$ cat config.mk
export PLATFORM = sky130hd
export DESIGN_NAME = scene_sequencer
export DESIGN_NICKNAME = d
export VERILOG_FILES = /design/src/rtl/scene_pkg.sv /design/src/rtl/rgb_dimmer.sv /design/src/rtl/scene_sequencer.sv
export SDC_FILE = /design/constraint.sdc
export NUM_CORES = 1
export LEC_CHECK = 0
export CAP_MARGIN = 0
export CORE_MARGIN = 4
export CORE_UTILIZATION = 40
export DETAILED_ROUTE_END_ITERATION = 7
export GPL_ROUTABILITY_DRIVEN = 0
export HOLD_SLACK_MARGIN = 0.03
export PLACE_DENSITY = 0.73
export SLEW_MARGIN = 20
export SYNTH_ARGS = -nofsm -noshare
export SYNTH_HDL_FRONTEND = slang
export SYNTH_SLANG_ARGS = --single-unit
$ cat constraint.sdc
create_clock -name clk -period 7.7 [get_ports clk]
set_clock_uncertainty 0.15 [all_clocks]
set_input_delay 1.54 -clock clk [delete_from_list [all_inputs] [get_ports clk]]
set_output_delay 1.54 -clock clk [all_outputs]
set_load 0.01 [all_outputs]
$ cat src/rtl/scene_pkg.sv
// Shared scene/state encodings for the scene sequencer and its helpers.
// Built with or without SCENE_FADE_EN; the fade states are simply unused when it is undefined.
package scene_pkg;

    localparam logic [1:0] SCENE_TITLE = 2'd0;
    localparam logic [1:0] SCENE_GAME  = 2'd1;
    localparam logic [1:0] SCENE_WIN   = 2'd2;

    localparam logic [2:0] S_TITLE    = 3'd0;
    localparam logic [2:0] S_GAME     = 3'd1;
    localparam logic [2:0] S_WIN      = 3'd2;
    localparam logic [2:0] S_FADE_OUT = 3'd3;
    localparam logic [2:0] S_FADE_IN  = 3'd4;

    localparam int V_ACTIVE_DEF = 480;

    function automatic logic [2:0] steady_of(input logic [1:0] s);
        case (s)
            SCENE_GAME: steady_of = S_GAME;
            SCENE_WIN:  steady_of = S_WIN;
            default:    steady_of = S_TITLE;
        endcase
    endfunction

endpackage

$ cat src/rtl/rgb_dimmer.sv
// Combinational RGB444 x 4-bit brightness scaler, zero latency, no flow control.
// Each channel becomes (c*level+7)/15, so level 15 is a pass-through and level 0 is black.
module rgb_dimmer (
    input  logic [11:0] rgb_in,
    input  logic [3:0]  level,
    output logic [11:0] rgb_out
);

    function automatic logic [3:0] scale_ch(input logic [3:0] c, input logic [3:0] l);
        logic [7:0] p;
        p        = ({4'd0, c} * {4'd0, l}) + 8'd7;
        scale_ch = 4'(p / 8'd15);
    endfunction

    always_comb begin
        rgb_out = {scale_ch(rgb_in[11:8], level),
                   scale_ch(rgb_in[7:4],  level),
                   scale_ch(rgb_in[3:0],  level)};
    end

endmodule

$ cat src/rtl/scene_sequencer.sv
// TITLE -> GAME -> WIN -> TITLE scene controller; scene changes only on frame ticks.
// SCENE_FADE_EN adds a 16+16 frame brightness fade per change; otherwise the switch takes one tick.
module scene_sequencer
    import scene_pkg::*;
#(
    parameter int FADE_STEPS = 15,
    parameter int WIN_FRAMES = 600,
    parameter int V_ACTIVE   = V_ACTIVE_DEF
) (
    input  logic        clk,
    input  logic        rst,
    input  logic [9:0]  h_cnt,
    input  logic [9:0]  v_cnt,
    input  logic        valid,
    input  logic        start_pulse,
    input  logic        game_won,
    input  logic [11:0] title_vga_data,
    input  logic [11:0] game_vga_data,
    input  logic [11:0] win_vga_data,
    input  logic [16:0] title_pixel_addr,
    input  logic [16:0] game_pixel_addr,
    input  logic [16:0] win_pixel_addr,
    output logic [16:0] pixel_addr,
    output logic [11:0] vga_data,
    output logic [1:0]  scene,
    output logic        game_run
);

    localparam logic [9:0] V_LINE   = 10'(V_ACTIVE);
    localparam logic [9:0] WIN_LAST = 10'(WIN_FRAMES - 1);
    localparam logic [3:0] LVL_MAX  = 4'(FADE_STEPS);

    logic       cond_q, cond_d;
    logic       tick_q, tick_d;
    logic [2:0] state_q, state_d;
    logic [1:0] shown_q, shown_d;
    logic [1:0] target_q, target_d;
    logic [3:0] level_q, level_d;
    logic [9:0] frame_cnt_q, frame_cnt_d;
    logic       pend_q, pend_d;
    logic       req;
    logic [1:0] req_scene;
    logic [11:0] mux_rgb;
    logic [11:0] dim_rgb;

    // Edge-detect the blanking-start point: clk may be faster than the pixel clock.
    always_comb begin
        cond_d = (v_cnt == V_LINE) && (h_cnt == 10'd0);
        tick_d = cond_d && !cond_q;
    end

    always_comb begin
        req       = 1'b0;
        req_scene = target_q;
        case (state_q)
            S_TITLE: if (start_pulse) begin req = 1'b1; req_scene = SCENE_GAME; end
            S_GAME:  if (game_won)    begin req = 1'b1; req_scene = SCENE_WIN;  end
            S_WIN: begin
                if (start_pulse || (tick_q && frame_cnt_q == WIN_LAST)) begin
                    req       = 1'b1;
                    req_scene = SCENE_TITLE;
                end
            end
            default: req = 1'b0;
        endcase
    end

    always_comb begin
        state_d  = state_q;
        shown_d  = shown_q;
        target_d = target_q;
        level_d  = level_q;
        pend_d   = pend_q;
`ifdef SCENE_FADE_EN
        if (req) begin
            target_d = req_scene;
            state_d  = S_FADE_OUT;
        end else if (tick_q && state_q == S_FADE_OUT) begin
            if (level_q == 4'd0) begin
                shown_d = target_q;
                state_d = S_FADE_IN;
            end else begin
                level_d = level_q - 4'd1;
            end
        end else if (tick_q && state_q == S_FADE_IN) begin
            if (level_q == LVL_MAX) begin
                state_d = steady_of(shown_q);
            end else begin
                level_d = level_q + 4'd1;
            end
        end
`else
        level_d = LVL_MAX;
        // A pending switch blocks further requests until it lands on the next tick.
        if (pend_q) begin
            if (tick_q) begin
                shown_d = target_q;
                state_d = steady_of(target_q);
                pend_d  = 1'b0;
            end
        end else if (req) begin
            target_d = req_scene;
            pend_d   = 1'b1;
        end
`endif
    end

    always_comb begin
        frame_cnt_d = frame_cnt_q;
        if (state_d == S_WIN && state_q != S_WIN) begin
            frame_cnt_d = 10'd0;
        end else if (state_q == S_WIN && tick_q && frame_cnt_q != 10'h3FF) begin
            frame_cnt_d = frame_cnt_q + 10'd1;
        end
    end

    always_ff @(posedge clk or posedge rst) begin
        if (rst) begin
            cond_q      <= 1'b0;
            tick_q      <= 1'b0;
            state_q     <= S_TITLE;
            shown_q     <= SCENE_TITLE;
            target_q    <= SCENE_TITLE;
            level_q     <= LVL_MAX;
            frame_cnt_q <= 10'd0;
            pend_q      <= 1'b0;
        end else begin
            cond_q      <= cond_d;
            tick_q      <= tick_d;
            state_q     <= state_d;
            shown_q     <= shown_d;
            target_q    <= target_d;
            level_q     <= level_d;
            frame_cnt_q <= frame_cnt_d;
            pend_q      <= pend_d;
        end
    end

    always_comb begin
        case (shown_q)
            SCENE_GAME: begin pixel_addr = game_pixel_addr; mux_rgb = game_vga_data; end
            SCENE_WIN:  begin pixel_addr = win_pixel_addr;  mux_rgb = win_vga_data;  end
            default:    begin pixel_addr = title_pixel_addr; mux_rgb = title_vga_data; end
        endcase
    end

    rgb_dimmer u_dimmer (
        .rgb_in  (mux_rgb),
        .level   (level_q),
        .rgb_out (dim_rgb)
    );

    assign vga_data = valid ? dim_rgb : 12'h000;
    assign scene    = shown_q;
    assign game_run = (state_q == S_GAME);

endmodule
==> out/summary.json <==
{
  "tritoncts": {"value": "built"},
  "synth.most_common_cell": {"value": "sky130_fd_sc_hd__ha_1"},
  "critPathMaxFanout": {"value": 4},
  "clock_tree.buffer_depth": {"value": 2},
  "layout_setup_ws": {"value": 0.09263, "unit": "ns"},
  "timing.hold.worst_path_depth": {"value": 1},
  "vias_per_cell": {"value": 5.334},
  "postSynth.topFlopCell": {"value": "sky130_fd_sc_hd__dfrtp_1"},
  "numCtsBuffers": {"value": 3},
  "fmax": {"value": 131.5, "unit": "MHz"},
  "relSlewSlack": {"value": 39.02, "unit": "%"},
  "reg2reg_to": {"value": "frame_cnt_q[7]"},
  "worstSetupPathType": {"value": "input pin to primary output"},
  "syn-mean-instance-area": {"value": 7.942, "unit": "um^2"},
  "final_layout_size_suffix_gt1_share": {"value": 24.55, "unit": "%"},
  "worst_skew_pair.late_latency": {"value": 0.26, "unit": "ns"},
  "synthDistinctLibCells": {"value": 65},
  "numPortBuffers": {"value": 143},
  "area_growth_syn_to_layout": {"value": 67.41, "unit": "%"},
  "synth_warnings": {"value": 0},
  "rr_worst_depth": {"value": 5},
  "std_cell_rows": {"value": 35},
  "rr_startpoint": {"value": "state_q[0]"},
  "yosys.area.top_type": {"value": "sky130_fd_sc_hd__ha_1"},
  "asyncSetResetFlopFracSynth": {"value": 100.0, "unit": "%"},
  "final_cells": {"value": 850},
  "synth.ff_latch_count": {"value": 20},
  "ios": {"value": 144},
  "max_cap_violations": {"value": 0},
  "arrival": {"value": 5.92, "unit": "ns"},
  "number_of_hold_repair_buffers_added_at_the_cts_stage": {"value": 0},
  "power.ir.vdd_worst": {"value": 0.1012, "unit": "mV"},
  "holdCritStartpoint": {"value": "cond_q"},
  "final_core_utilization": {"value": 69.90, "unit": "%"},
  "hold_path_end": {"value": "tick_q"},
  "setup_viol": {"value": 0},
  "remaining_drc_errors": {"value": 0},
  "core": {"value": 9415, "unit": "um^2"},
  "layout.nets": {"value": 903},
  "crit_path_end_kind": {"value": "primary output"},
  "synth.area.top_cells": {"value": "sky130_fd_sc_hd__ha_1, sky130_fd_sc_hd__dfrtp_1, sky130_fd_sc_hd__fa_1"},
  "synth.top_cells.by_count": {"value": "sky130_fd_sc_hd__ha_1, sky130_fd_sc_hd__o21ai_0, sky130_fd_sc_hd__nand2_1"},
  "final_total_negative_setup_slack": {"value": 0, "unit": "ns"},
  "floorplan.die_area": {"value": 11480, "unit": "um^2"},
  "drtAntennaViolNets": {"value": 0},
  "global_route.overflow_total": {"value": 0},
  "path_category_of_the_worst_min_delay_check": {"value": "flop to flop"},
  "cp.required": {"value": 6.01, "unit": "ns"},
  "cts_root_buf": {"value": "sky130_fd_sc_hd__clkbuf_8"},
  "sinks_on_the_clock_net": {"value": 20},
  "synth_sequential_area_ratio": {"value": 12.73, "unit": "%"},
  "clk_transition_reported_paths": {"value": 0.08, "unit": "ns"},
  "synth_fp_nets": {"value": 676},
  "reg2reg_setup_slack": {"value": 5.23, "unit": "ns"},
  "antenna_violations_before_repair": {"value": 0},
  "netlist_instances": {"value": 495},
  "synth_edf_count": {"value": 0},
  "grt_pass1_wl": {"value": 20.46, "unit": "mm"},
  "preCtsSetupSlack": {"value": -0.5248, "unit": "ns"},
  "first_global_vias": {"value": 4700},
  "power.density_cell_area": {"value": 182.3, "unit": "nW/um^2"},
  "detailedPlacementHpwl": {"value": 10.13, "unit": "mm"},
  "timing.final.max_slew_violations": {"value": 0},
  "hold_violations": {"value": 0},
  "floorplan.die.width": {"value": 107.1, "unit": "um"},
  "yosys.area.top_type_share": {"value": 17.19, "unit": "%"},
  "violation_count_after_the_first_detailed_routing_iteration": {"value": 148},
  "synth.cell_area": {"value": 3931, "unit": "um^2"},
  "grt_max_degree": {"value": 32},
  "worst_slew_pin_slew": {"value": 0.9123, "unit": "ns"},
  "grt_util_all_layers": {"value": 20.86, "unit": "%"},
  "dpl.cell_count": {"value": 837},
  "htree_levels": {"value": 1},
  "drt_wl_total": {"value": 12.80, "unit": "mm"},
  "wire_per_inst": {"value": 15.06, "unit": "um"},
  "die-height": {"value": 107.1, "unit": "um"},
  "finalCriticalPeriod": {"value": 7.607, "unit": "ns"},
  "cp-start-kind": {"value": "input pin"},
  "antenna_cells": {"value": 0},
  "dr_total_vias": {"value": 4534},
  "drtPass1Iterations": {"value": 5},
  "status": {"value": "complete, no violations"},
  "effective_utilization_at_floorplan": {"value": 41.75, "unit": "%"},
  "total_leakage_power": {"value": 2.926, "unit": "nW"},
  "final.period_utilization": {"value": 98.80, "unit": "%"}
}
## layer usage
layer  part of all wire [%]  global-route usage, %  vias up
li1                       -                      -     2280
met1                     41                  24.62     2113
met2                     53                  39.86      121
met3                    4.5                  2.830       20
met4                    1.9                  4.110        0
met5                      0                      0        -
## flip-flops by register name (all words and copies together), names as in the netlist
signal       count
target_q         2
cond_q           1
state_q          3
scene            2
pend_q           1
tick_q           1
frame_cnt_q     10
## worst max-delay path: stages
cell and delay (ns):
sky130_fd_sc_hd__clkdlybuf4s50_1 0.45, sky130_fd_sc_hd__a22oi_1 0.09, sky130_fd_sc_hd__o21ai_2 0.22, sky130_fd_sc_hd__inv_2 0.07, sky130_fd_sc_hd__fa_1 0.51, sky130_fd_sc_hd__inv_2 0.04, sky130_fd_sc_hd__fa_1 0.55, sky130_fd_sc_hd__ha_4 0.22
sky130_fd_sc_hd__ha_4 0.23, sky130_fd_sc_hd__a211oi_4 0.29, sky130_fd_sc_hd__o21bai_1 0.12, sky130_fd_sc_hd__a21oi_2 0.19, sky130_fd_sc_hd__xnor2_2 0.12, sky130_fd_sc_hd__a31o_2 0.28, sky130_fd_sc_hd__a21oi_4 0.14, sky130_fd_sc_hd__mux2_4 0.31
sky130_fd_sc_hd__mux2_4 0.27, sky130_fd_sc_hd__a21oi_2 0.13, sky130_fd_sc_hd__buf_2 0.14
## final cells by class
cell class / count / area (um^2)
clock buffer: 3 / 41.29
clock inverter: 1 / 30.03
fill: 733 / 2834
inverter: 25 / 93.84
multi-input combinational: 433 / 3588
sequential: 20 / 500.5
tap: 129 / 161.4
timing repair buffer: 239 / 2166
## placed cells by master (no fill, tap or decap), drive strengths merged, types with 6 or more instances in the layout
cell / n
buf: 98
dfrtp: 20
nor4: 9
nand3: 8
clkdlybuf4s50: 124
xnor2: 16
mux2: 7
o21ai: 55
xor2: 12
nand2b: 6
nand2: 48
nand4: 10
dlymetal6s2s: 13
fa: 15
a21oi: 24
o21bai: 9
inv: 25
a22oi: 31
a211oi: 8
ha: 54
nor3: 6
nor2: 37
and2: 8
nor3b: 7
or3: 6
## through the flow
step                      hold WS [ns]  area (um^2)  power [mW]
after floorplan                 0.2363         3931      0.5904
after global placement          0.2491         6105      0.9508
after detailed placement        0.2582         6105      0.9782
after CTS                       0.2691         6281       1.106
after global routing            0.2992         6581       1.297
final                           0.2626         6581       1.200
## power by group
group	total (mW)	switching [mW]	internal, mW
clock	0.108	0.0384	0.0695
combinational	0.986	0.462	0.524
sequential	0.106	0.000539	0.105
total	1.20	0.501	0.699
## worst max path at each step
| stage | start | to | slack [ns] | depth (start not counted) |
|---|---|---|---|---|
| after CTS | game_vga_data[10] | vga_data[9] | 0.003 | 20 |
| after detailed placement | game_vga_data[10] | vga_data[9] | -0.52 | 19 |
| after global placement | win_vga_data[5] | vga_data[5] | -0.40 | 19 |
| final | game_vga_data[8] | vga_data[9] | 0.09 | 19 |
| after floorplan | win_vga_data[4] | vga_data[5] | 0.09 | 18 |
| after global routing | win_vga_data[8] | vga_data[9] | -0.11 | 19 |
## logic make-up (layout without fill, tap and decap cells)
group           count (synthesis)  in the layout  synth area share (%)
buf+inv                        42            268                 4.233
compound gates                161            161                 27.12
fa+ha+maj                      70             70                 25.08
xor+xnor                       28             28                 6.429
mux                            12             12                 3.278
simple gates                  162            162                 21.13
flops                          20             20                 12.73
## what timing repair did
item / in CTS / in global routing
buffers inserted: 2 / 8
pin swaps: 8 / 42
setup endpoints to repair: 7 / 8
resized for setup: 27 / 64
Note: power is estimated with default switching activity, not from simulation.
